--- src/rtl/mdu.sv ---
`default_nettype none
// +--------------------------------------------------------------------------+
// | mdu : iterative MULT/DIV unit with HI/LO registers, one bit per cycle.   |
// | Divide datapath present only when MDU_DIV_EN is defined.                 |
// | Rev 1.0                                                                  |
// +--------------------------------------------------------------------------+
module mdu #(
    parameter int WIDTH = 32
) (
    input  logic             clk,
    input  logic             reset,
    input  logic             start,
    input  logic [2:0]       op,
    input  logic [WIDTH-1:0] a,
    input  logic [WIDTH-1:0] b,
    output logic             busy,
    output logic             done,
    output logic [WIDTH-1:0] hi,
    output logic [WIDTH-1:0] lo,
    output logic             dbz
);

    localparam int c_CW = $clog2(WIDTH);

    typedef enum logic [1:0] {
        S_IDLE = 2'd0,
        S_RUN  = 2'd1,
        S_DONE = 2'd2
    } state_t;

    state_t             r_state;
    logic [c_CW-1:0]    r_cnt;
    logic [2*WIDTH-1:0] r_p;      // mult: {partial, multiplier}; div: {remainder, quotient}
    logic [WIDTH-1:0]   r_m;
    logic               r_neg;
    logic               r_busy;
    logic               r_done;
    logic               r_dbz;
    logic [WIDTH-1:0]   r_hi;
    logic [WIDTH-1:0]   r_lo;

    logic               w_is_mul;
    logic               w_is_div;
    logic               w_a_neg;
    logic               w_b_neg;
    logic [WIDTH-1:0]   w_a_mag;
    logic [WIDTH-1:0]   w_b_mag;
    logic [WIDTH:0]     w_msum;
    logic [2*WIDTH-1:0] w_mul_next;
    logic [2*WIDTH-1:0] w_prod;
    logic [2*WIDTH-1:0] w_next;

    // Signed ops work on magnitudes; the sign is restored on the final step.
    assign w_is_mul = (op[2:1] == 2'b00);
    assign w_a_neg  = op[0] & a[WIDTH-1];
    assign w_b_neg  = op[0] & b[WIDTH-1];
    assign w_a_mag  = w_a_neg ? -a : a;
    assign w_b_mag  = w_b_neg ? -b : b;

    assign w_msum     = {1'b0, r_p[2*WIDTH-1:WIDTH]} + (r_p[0] ? {1'b0, r_m} : '0);
    assign w_mul_next = {w_msum, r_p[WIDTH-1:1]};
    assign w_prod     = r_neg ? -w_mul_next : w_mul_next;

`ifdef MDU_DIV_EN
    logic               r_div;
    logic               r_sgn;
    logic               r_rneg;
    logic [WIDTH:0]     w_shift;
    logic [WIDTH:0]     w_diff;
    logic [2*WIDTH-1:0] w_div_next;
    logic [WIDTH-1:0]   w_q;
    logic [WIDTH-1:0]   w_r;

    // Restoring step; a zero divisor never borrows, giving all-ones / dividend.
    assign w_is_div   = (op[2:1] == 2'b01);
    assign w_shift    = r_p[2*WIDTH-1:WIDTH-1];
    assign w_diff     = w_shift - {1'b0, r_m};
    assign w_div_next = w_diff[WIDTH] ? {w_shift[WIDTH-1:0], r_p[WIDTH-2:0], 1'b0}
                                      : {w_diff[WIDTH-1:0],  r_p[WIDTH-2:0], 1'b1};
    assign w_q        = r_neg  ? -w_div_next[WIDTH-1:0]       : w_div_next[WIDTH-1:0];
    assign w_r        = r_rneg ? -w_div_next[2*WIDTH-1:WIDTH] : w_div_next[2*WIDTH-1:WIDTH];
    assign w_next     = r_div ? w_div_next : w_mul_next;
`else
    assign w_is_div   = 1'b0;
    assign w_next     = w_mul_next;
`endif

    always_ff @(posedge clk) begin
        if (reset) begin
            r_state <= S_IDLE;
            r_cnt   <= '0;
            r_p     <= '0;
            r_m     <= '0;
            r_neg   <= 1'b0;
            r_busy  <= 1'b0;
            r_done  <= 1'b0;
            r_dbz   <= 1'b0;
            r_hi    <= '0;
            r_lo    <= '0;
`ifdef MDU_DIV_EN
            r_div   <= 1'b0;
            r_sgn   <= 1'b0;
            r_rneg  <= 1'b0;
`endif
        end else if (r_state == S_RUN) begin
            r_p <= w_next;
            if (r_cnt == '0) begin
                r_state <= S_DONE;
                r_busy  <= 1'b0;
                r_done  <= 1'b1;
`ifdef MDU_DIV_EN
                if (r_div) begin
                    r_dbz <= (r_m == '0);
                    if (!(r_sgn && (r_m == '0))) begin
                        r_hi <= w_r;
                        r_lo <= w_q;
                    end
                end else
`endif
                begin
                    r_hi <= w_prod[2*WIDTH-1:WIDTH];
                    r_lo <= w_prod[WIDTH-1:0];
                end
            end else begin
                r_cnt <= r_cnt - 1'b1;
            end
        end else begin
            r_state <= S_IDLE;
            r_done  <= 1'b0;
            if (start) begin
                if (w_is_mul || w_is_div) begin
                    r_state <= S_RUN;
                    r_busy  <= 1'b1;
                    r_dbz   <= 1'b0;
                    r_cnt   <= c_CW'(WIDTH - 1);
                    r_neg   <= w_a_neg ^ w_b_neg;
`ifdef MDU_DIV_EN
                    r_div   <= w_is_div;
                    r_sgn   <= op[0];
                    r_rneg  <= w_a_neg;
                    if (w_is_div) begin
                        r_p <= {{WIDTH{1'b0}}, w_a_mag};
                        r_m <= w_b_mag;
                    end else
`endif
                    begin
                        r_p <= {{WIDTH{1'b0}}, w_b_mag};
                        r_m <= w_a_mag;
                    end
                end else if (op == 3'd4) begin
                    r_hi <= a;
                end else if (op == 3'd5) begin
                    r_lo <= a;
                end
            end
        end
    end

    assign busy = r_busy;
    assign done = r_done;
    assign hi   = r_hi;
    assign lo   = r_lo;
    assign dbz  = r_dbz;

endmodule
`default_nettype wire

--- config.mk ---
export PLATFORM = sky130hd
export DESIGN_NAME = mdu
export DESIGN_NICKNAME = d
export VERILOG_FILES = /design/src/rtl/mdu.sv
export SDC_FILE = /design/constraint.sdc
export NUM_CORES = 1
export LEC_CHECK = 0
export BUFFER_PORTS_ARGS = -buffer_cell sky130_fd_sc_hd__buf_2
export CELL_PAD_IN_SITES_DETAIL_PLACEMENT = 1
export CELL_PAD_IN_SITES_GLOBAL_PLACEMENT = 2
export CORE_MARGIN = 5
export CORE_UTILIZATION = 38
export CTS_BUF_LIST = sky130_fd_sc_hd__clkbuf_8
export CTS_CLUSTER_SIZE = 8
export DETAILED_ROUTE_END_ITERATION = 8
export PLACE_DENSITY_LB_ADDON = 0.1
export REMOVE_ABC_BUFFERS = 1
export SLEW_MARGIN = 0
export SYNTH_ARGS = -nofsm -noshare
export SYNTH_HDL_FRONTEND = slang
export SYNTH_SLANG_ARGS = --single-unit
--- constraint.sdc ---
create_clock -name clk -period 9.1 [get_ports clk]
set_input_delay 0.91 -clock clk [delete_from_list [all_inputs] [get_ports clk]]
set_output_delay 0.91 -clock clk [all_outputs]
set_load 0.03 [all_outputs]
# After elaboration in Yosys (flattened, before gate mapping)

Cells that the tools add are included.

Input bits: 70
Register bits after elaboration: 170
Logic and storage cells: 68

Reduce and logical (&&, ||, !) cells: 13
Bitwise logic cells: 4
Equal/unequal tests: 7
Mux-type cells: 30
$add $sub $neg: 5

Operators with widths:

| kind                                             | count |
|---|---|
| 2-to-1 mux 32 bit                                | 14 |
| 2-to-1 mux 64 bit                                | 4 |
| negator 32 bit                                   | 2 |
| negator 64 bit                                   | 1 |
| adder 32 x 32 -> 33 bit                          | 1 |
| 2-to-1 mux 5 bit                                 | 4 |
| AND reduction 3 bit                              | 3 |
| nonzero test 2 bit                               | 4 |
| == test 3 bit, second input constant             | 2 |
| 2-to-1 mux 1 bit                                 | 6 |
| logical NOT 5 bit                                | 1 |
| AND reduction 5 bit                              | 1 |
| subtractor 5 x 1 -> 5 bit, second input constant | 1 |
| 2-to-1 mux 2 bit                                 | 2 |
| != test 2 x 1 -> 1 bit, second input constant    | 2 |
| != test 2 bit, second input constant             | 2 |
| AND reduction 4 bit                              | 1 |
| bitwise AND 1 bit                                | 2 |
| == test 2 x 1 -> 1 bit, second input constant    | 1 |
| logical NOT 2 bit                                | 1 |
| AND reduction 2 bit                              | 1 |
| OR reduction 2 bit                               | 1 |
| inverter 1 bit                                   | 1 |
| bitwise XOR 1 bit                                | 1 |

# Logic depth before layout (Yosys ltp)

Word-level depth: 6
Gate-level depth with buffers: 15
Depth with buffers taken out: 14

# Worst setup path after synthesis

OpenSTA, ideal clock, no wires.

Path kind: reg2reg
Start: register r_p[0]
End: register r_hi[25], in the netlist hi[25]
Cell stages (with the launch flop): 16
Path slack: 4,840 ps
Data required time: 8,994 ps
Period minus slack after synthesis: 4,260 ps
Path buffers: 1
Data arrival time: 4,154 ps
Setup time: 106 ps
Cell sequence: dfxtp_1 -> clkbuf_1 -> and2_1 -> ha_1 -> fa_1 -> a21o_1 -> a221o_2 -> a21oi_4 -> o21ai_0 -> xor2_1 -> a211o_1 -> or4_4 -> or3b_1 -> o31ai_1 -> xor2_1 -> o311ai_0

Cells in the longest elaborated chain, start to end: 6

RTL lines:

| item                        | RTL line | source |
|---|---|---|
| start, declared             | 33       | `logic [2*WIDTH-1:0] r_p;` |
| start signal, assigned      | 106      | `r_p <= w_next;` |
| start signal, assigned      | 147      | `r_p <= {{WIDTH{1'b0}}, w_b_mag};` |
| 2-to-1 mux 32 bit (*)       | 60       | `assign w_msum = {1'b0, r_p[2*WIDTH-1:WIDTH]} + (r_p[0] ? {1'b0, r_m} : '0);` |
| adder 32 x 32 -> 33 bit (*) | 60       |  |
| negator 64 bit              | 62       | `assign w_prod = r_neg ? -w_mul_next : w_mul_next;` |
| 2-to-1 mux 64 bit (*)       | 62       |  |
| 2-to-1 mux 32 bit (*)       | 107      | `if (r_cnt == '0) begin` |
| 2-to-1 mux 32 bit (*)       | 105      | `end else if (r_state == S_RUN) begin` |
| end signal, assigned        | 121      | `r_hi <= w_prod[2*WIDTH-1:WIDTH];` |
| end, declared               | 39       | `logic [WIDTH-1:0] r_hi;` |

Mark *: on every way between the ends. The rest lies on a longest branch, timed or not. The select of a mux whose other input is x is not followed.
A chain may end at the register's enable or synchronous reset.

# Worst setup path after layout

Start: register r_p[0]
End: register r_hi[17], in the netlist hi[17]

The elaborated chain is that of the path after synthesis.

==> qor.txt <==
routed length per placed instance: 20.1 microns
largest net degree at the start of global routing: 168
Initial Util: 0.385
pwr dens: 138 nW/um^2
Core ar.: 29700 sq um
Reg clk slew, reported paths: 0.11 ns
Critical Path AT: 5.52 ns
hold slack: 0.462 ns
FP Rows: 63
Routed WL: 40.5 mm
first-pass GRT wire length: 64.5 mm
FF-to-FF Start: r_p[0]
synthesis-stage register bit count: 170
mapped cell area: 11500 sq um
max_cap viols: 0
maximum clock rate: 194 MHz
worst-path fanout max: 33
ANT cells: 0
1st-pass router iterations: 5
Cell variety after synth: 70
worst flop-to-flop path endpoint: hi[17]
slowest cell on the critical path: dfxtp_1
grt ovf: 0
largest family of logic cells by synthesized area: compound AO/OA/AOI/OAI gates
die height: 184 microns
# fillers: 3775
status: completed
HP Class: reg -> reg
via count: 11600
Ports: 137
critical path type: reg -> reg
Placer Congestion: 0.849
post-synthesis mux area share: 0.00186
worst path required time: 9.47 ns
number of global-route vias before repair: 11600
Synth Area in Adders: 0.0422
Post-Layout Cell Count: 2013
clock period minus worst slack: 5.15 ns
Post-synth top flop: dfxtp_1
CTS tree: done
min-delay src: busy
Max Root-Sink Buffers: 2
overall routing resource usage: 0.238
1st-iter DRT viols: 563
endpoints failing setup: 0
crit start category: register
Worst-Skew Late Latency: 0.49 ns
dpl cell area: 12300 sq um
Worst Skew: 0.0212 ns
Max rail drop VDD: 0.0000908 V
Die ar.: 33700 sq um
CTS resizes: 0
Slew Limit Fails: 0
Yosys top cell area share: 0.297
Worst Max-Slew Pin Slew: 1.26 ns
Static Leak: 4.81 nW
crit-path cells: and2_1 > ha_1 > a21o_1 > a221oi_1 > nor4b_1 > a2111oi_1 > nor3_1 > nand4b_1 > nand2b_1 > o31ai_1 > xnor2_1 > nor2_1 > a2111oi_0
Worst R2R Setup Slack: 3.95 ns
Antenna Nets Post-Route: 0
vias per std cell: 5.74
Placed Cells: 1981
Final Instance Area: 12800 sq um
Die W: 184 microns
H-tree depth: 4
setup TNS: 0 ns
critical path capture point type: register
Syn. warnings: 0
unrepaired setup endpoints after global routing: false
clk root buf: clkbuf_8
synthesized instance count: 1557
layout cells sized above 1: 0.126
cell with the most instances after synthesis: nor2_1
ratio of final minimum period to clock period: 0.565
register area share after synthesis: 0.297
DRC: 0
Area Overhead vs Synth: 11.4%
post-CTS setup buffers: 0
simple logic cell fraction of the synthesized area: 0.243
post-synthesis xor/xnor area fraction: 0.102
crit-path max cell delay: 1.05 ns
Port Buf Inserts: 135
EDFF count, synth: 0
Area contributors post-synth: dfxtp_1, nor2_1, a21oi_1
initial antenna violation count: 2
clk sinks: 170
Mean Syn Cell Area: 7.36 sq um
Worst Hold Path EP: busy
CTS hold repair buffers: 0
Cells on Worst Hold Path: 2
Compound-Gate Fraction of Synth Area: 0.268
synth cell count leaders: nor2_1, a21oi_1, dfxtp_1
Post-synth ARST share: 0
fin nets: 1718
cell taking the most area after synthesis: dfxtp_1
final hold violation count: 0
Rel. slew slack: 0.153
Num CTS Buffers: 17
DP HPWL: 30.4 mm
Worst Reg-to-Reg Cells: 13
[registers in the layout, summed over array words and instances, names as in the netlist]
name and flops:
done 1, busy 1, r_neg 1, hi 32, r_state 2, lo 32
r_m 32, r_p 64, r_cnt 5
[where the power goes]
part	total, mW	internal, mW	switching, mW
clock network	0.596	0.277	0.319
registers	0.814	0.779	0.0354
logic	0.353	0.111	0.242
[worst max-delay path, delay by kind of cell (launching register included)]
kind                     cells  cell delay, ns
flip-flops                   1            1.05
AND/OR/NAND/NOR              6            1.17
adder cells (fa/ha/maj)      1            0.32
XOR/XNOR                     1            0.19
AO/OA/AOI/OAI                5            2.29
[area by class of cell]
type,count,area (sq um),area share
well taps,390,488,0.0382
multi-input cells,1249,7570,0.593
inverters,24,90.1,0.00706
clock buffers,17,234,0.0183
flip-flops and latches,170,3400,0.267
clock inverters,15,185,0.0145
repair buffers,148,788,0.0618
[cells in the final DEF, fill, tap and decap left out, drive strengths merged, types with 7 or more instances in the layout]
cell	Yosys	routed
o21ai	76	76
a31oi	9	9
nand4	21	21
nand2b	8	8
dfxtp	170	170
ha	37	37
xor2	85	85
a311oi	14	14
nor4	19	19
clkbuf	107	17
nor4b	7	7
nand2	139	139
o41ai	17	17
or4	12	12
a21o	8	8
a21oi	175	175
or3	17	17
xnor2	48	48
o31ai	33	33
a221oi	8	8
buf	7	148
and3	7	7
nor2	244	244
a2111oi	7	7
and2	42	42
inv	24	31
a211oi	93	93
nor3	21	21
nand3	50	50
[cell families after synthesis]
family / Yosys count
AO/OA/AOI/OAI: 475
other: 1
buffers and inverters: 138
multiplexers: 2
AND/OR/NAND/NOR: 600
flip-flops: 170
adder cells (fa/ha/maj): 38
XOR/XNOR: 133
[how the worst max path moves through the flow]
| stage | slack (ns) | depth (start not counted) | endpoint | start |
|---|---|---|---|---|
| after global routing | 3.26 | 13 | hi[17] | r_p[0] |
| after detailed placement | 4.01 | 14 | hi[17] | r_p[0] |
| after CTS | 3.97 | 13 | hi[21] | r_p[0] |
| after global placement | 4.16 | 13 | hi[15] | r_p[0] |
| after floorplan | -0.98 | 3 | r_m[15] | r_state[0] |
| final | 3.95 | 13 | hi[17] | r_p[0] |
[metrics by stage]
stage,power [mW],setup slack [ns],util
4_1_cts,1.79,3.97,0.429
3_5_place_dp,1.18,4.01,0.415
6_report,1.76,3.95,0.429
3_3_place_gp,1.18,4.16,0.415
5_1_grt,1.85,3.26,0.429
2_1_floorplan,1.04,-0.976,-
[per-layer routing]
metal  part of all wire  wire, microns  GRT usage  vias up
met5            0.00099             40          0        -
li1                   -              -          -     5715
met3              0.040           1610     0.0437       36
met2               0.45          18400      0.380      198
met4              0.015            608     0.0533        4
met1               0.49          19800      0.336     5605
(Power assumes the default switching activity.)
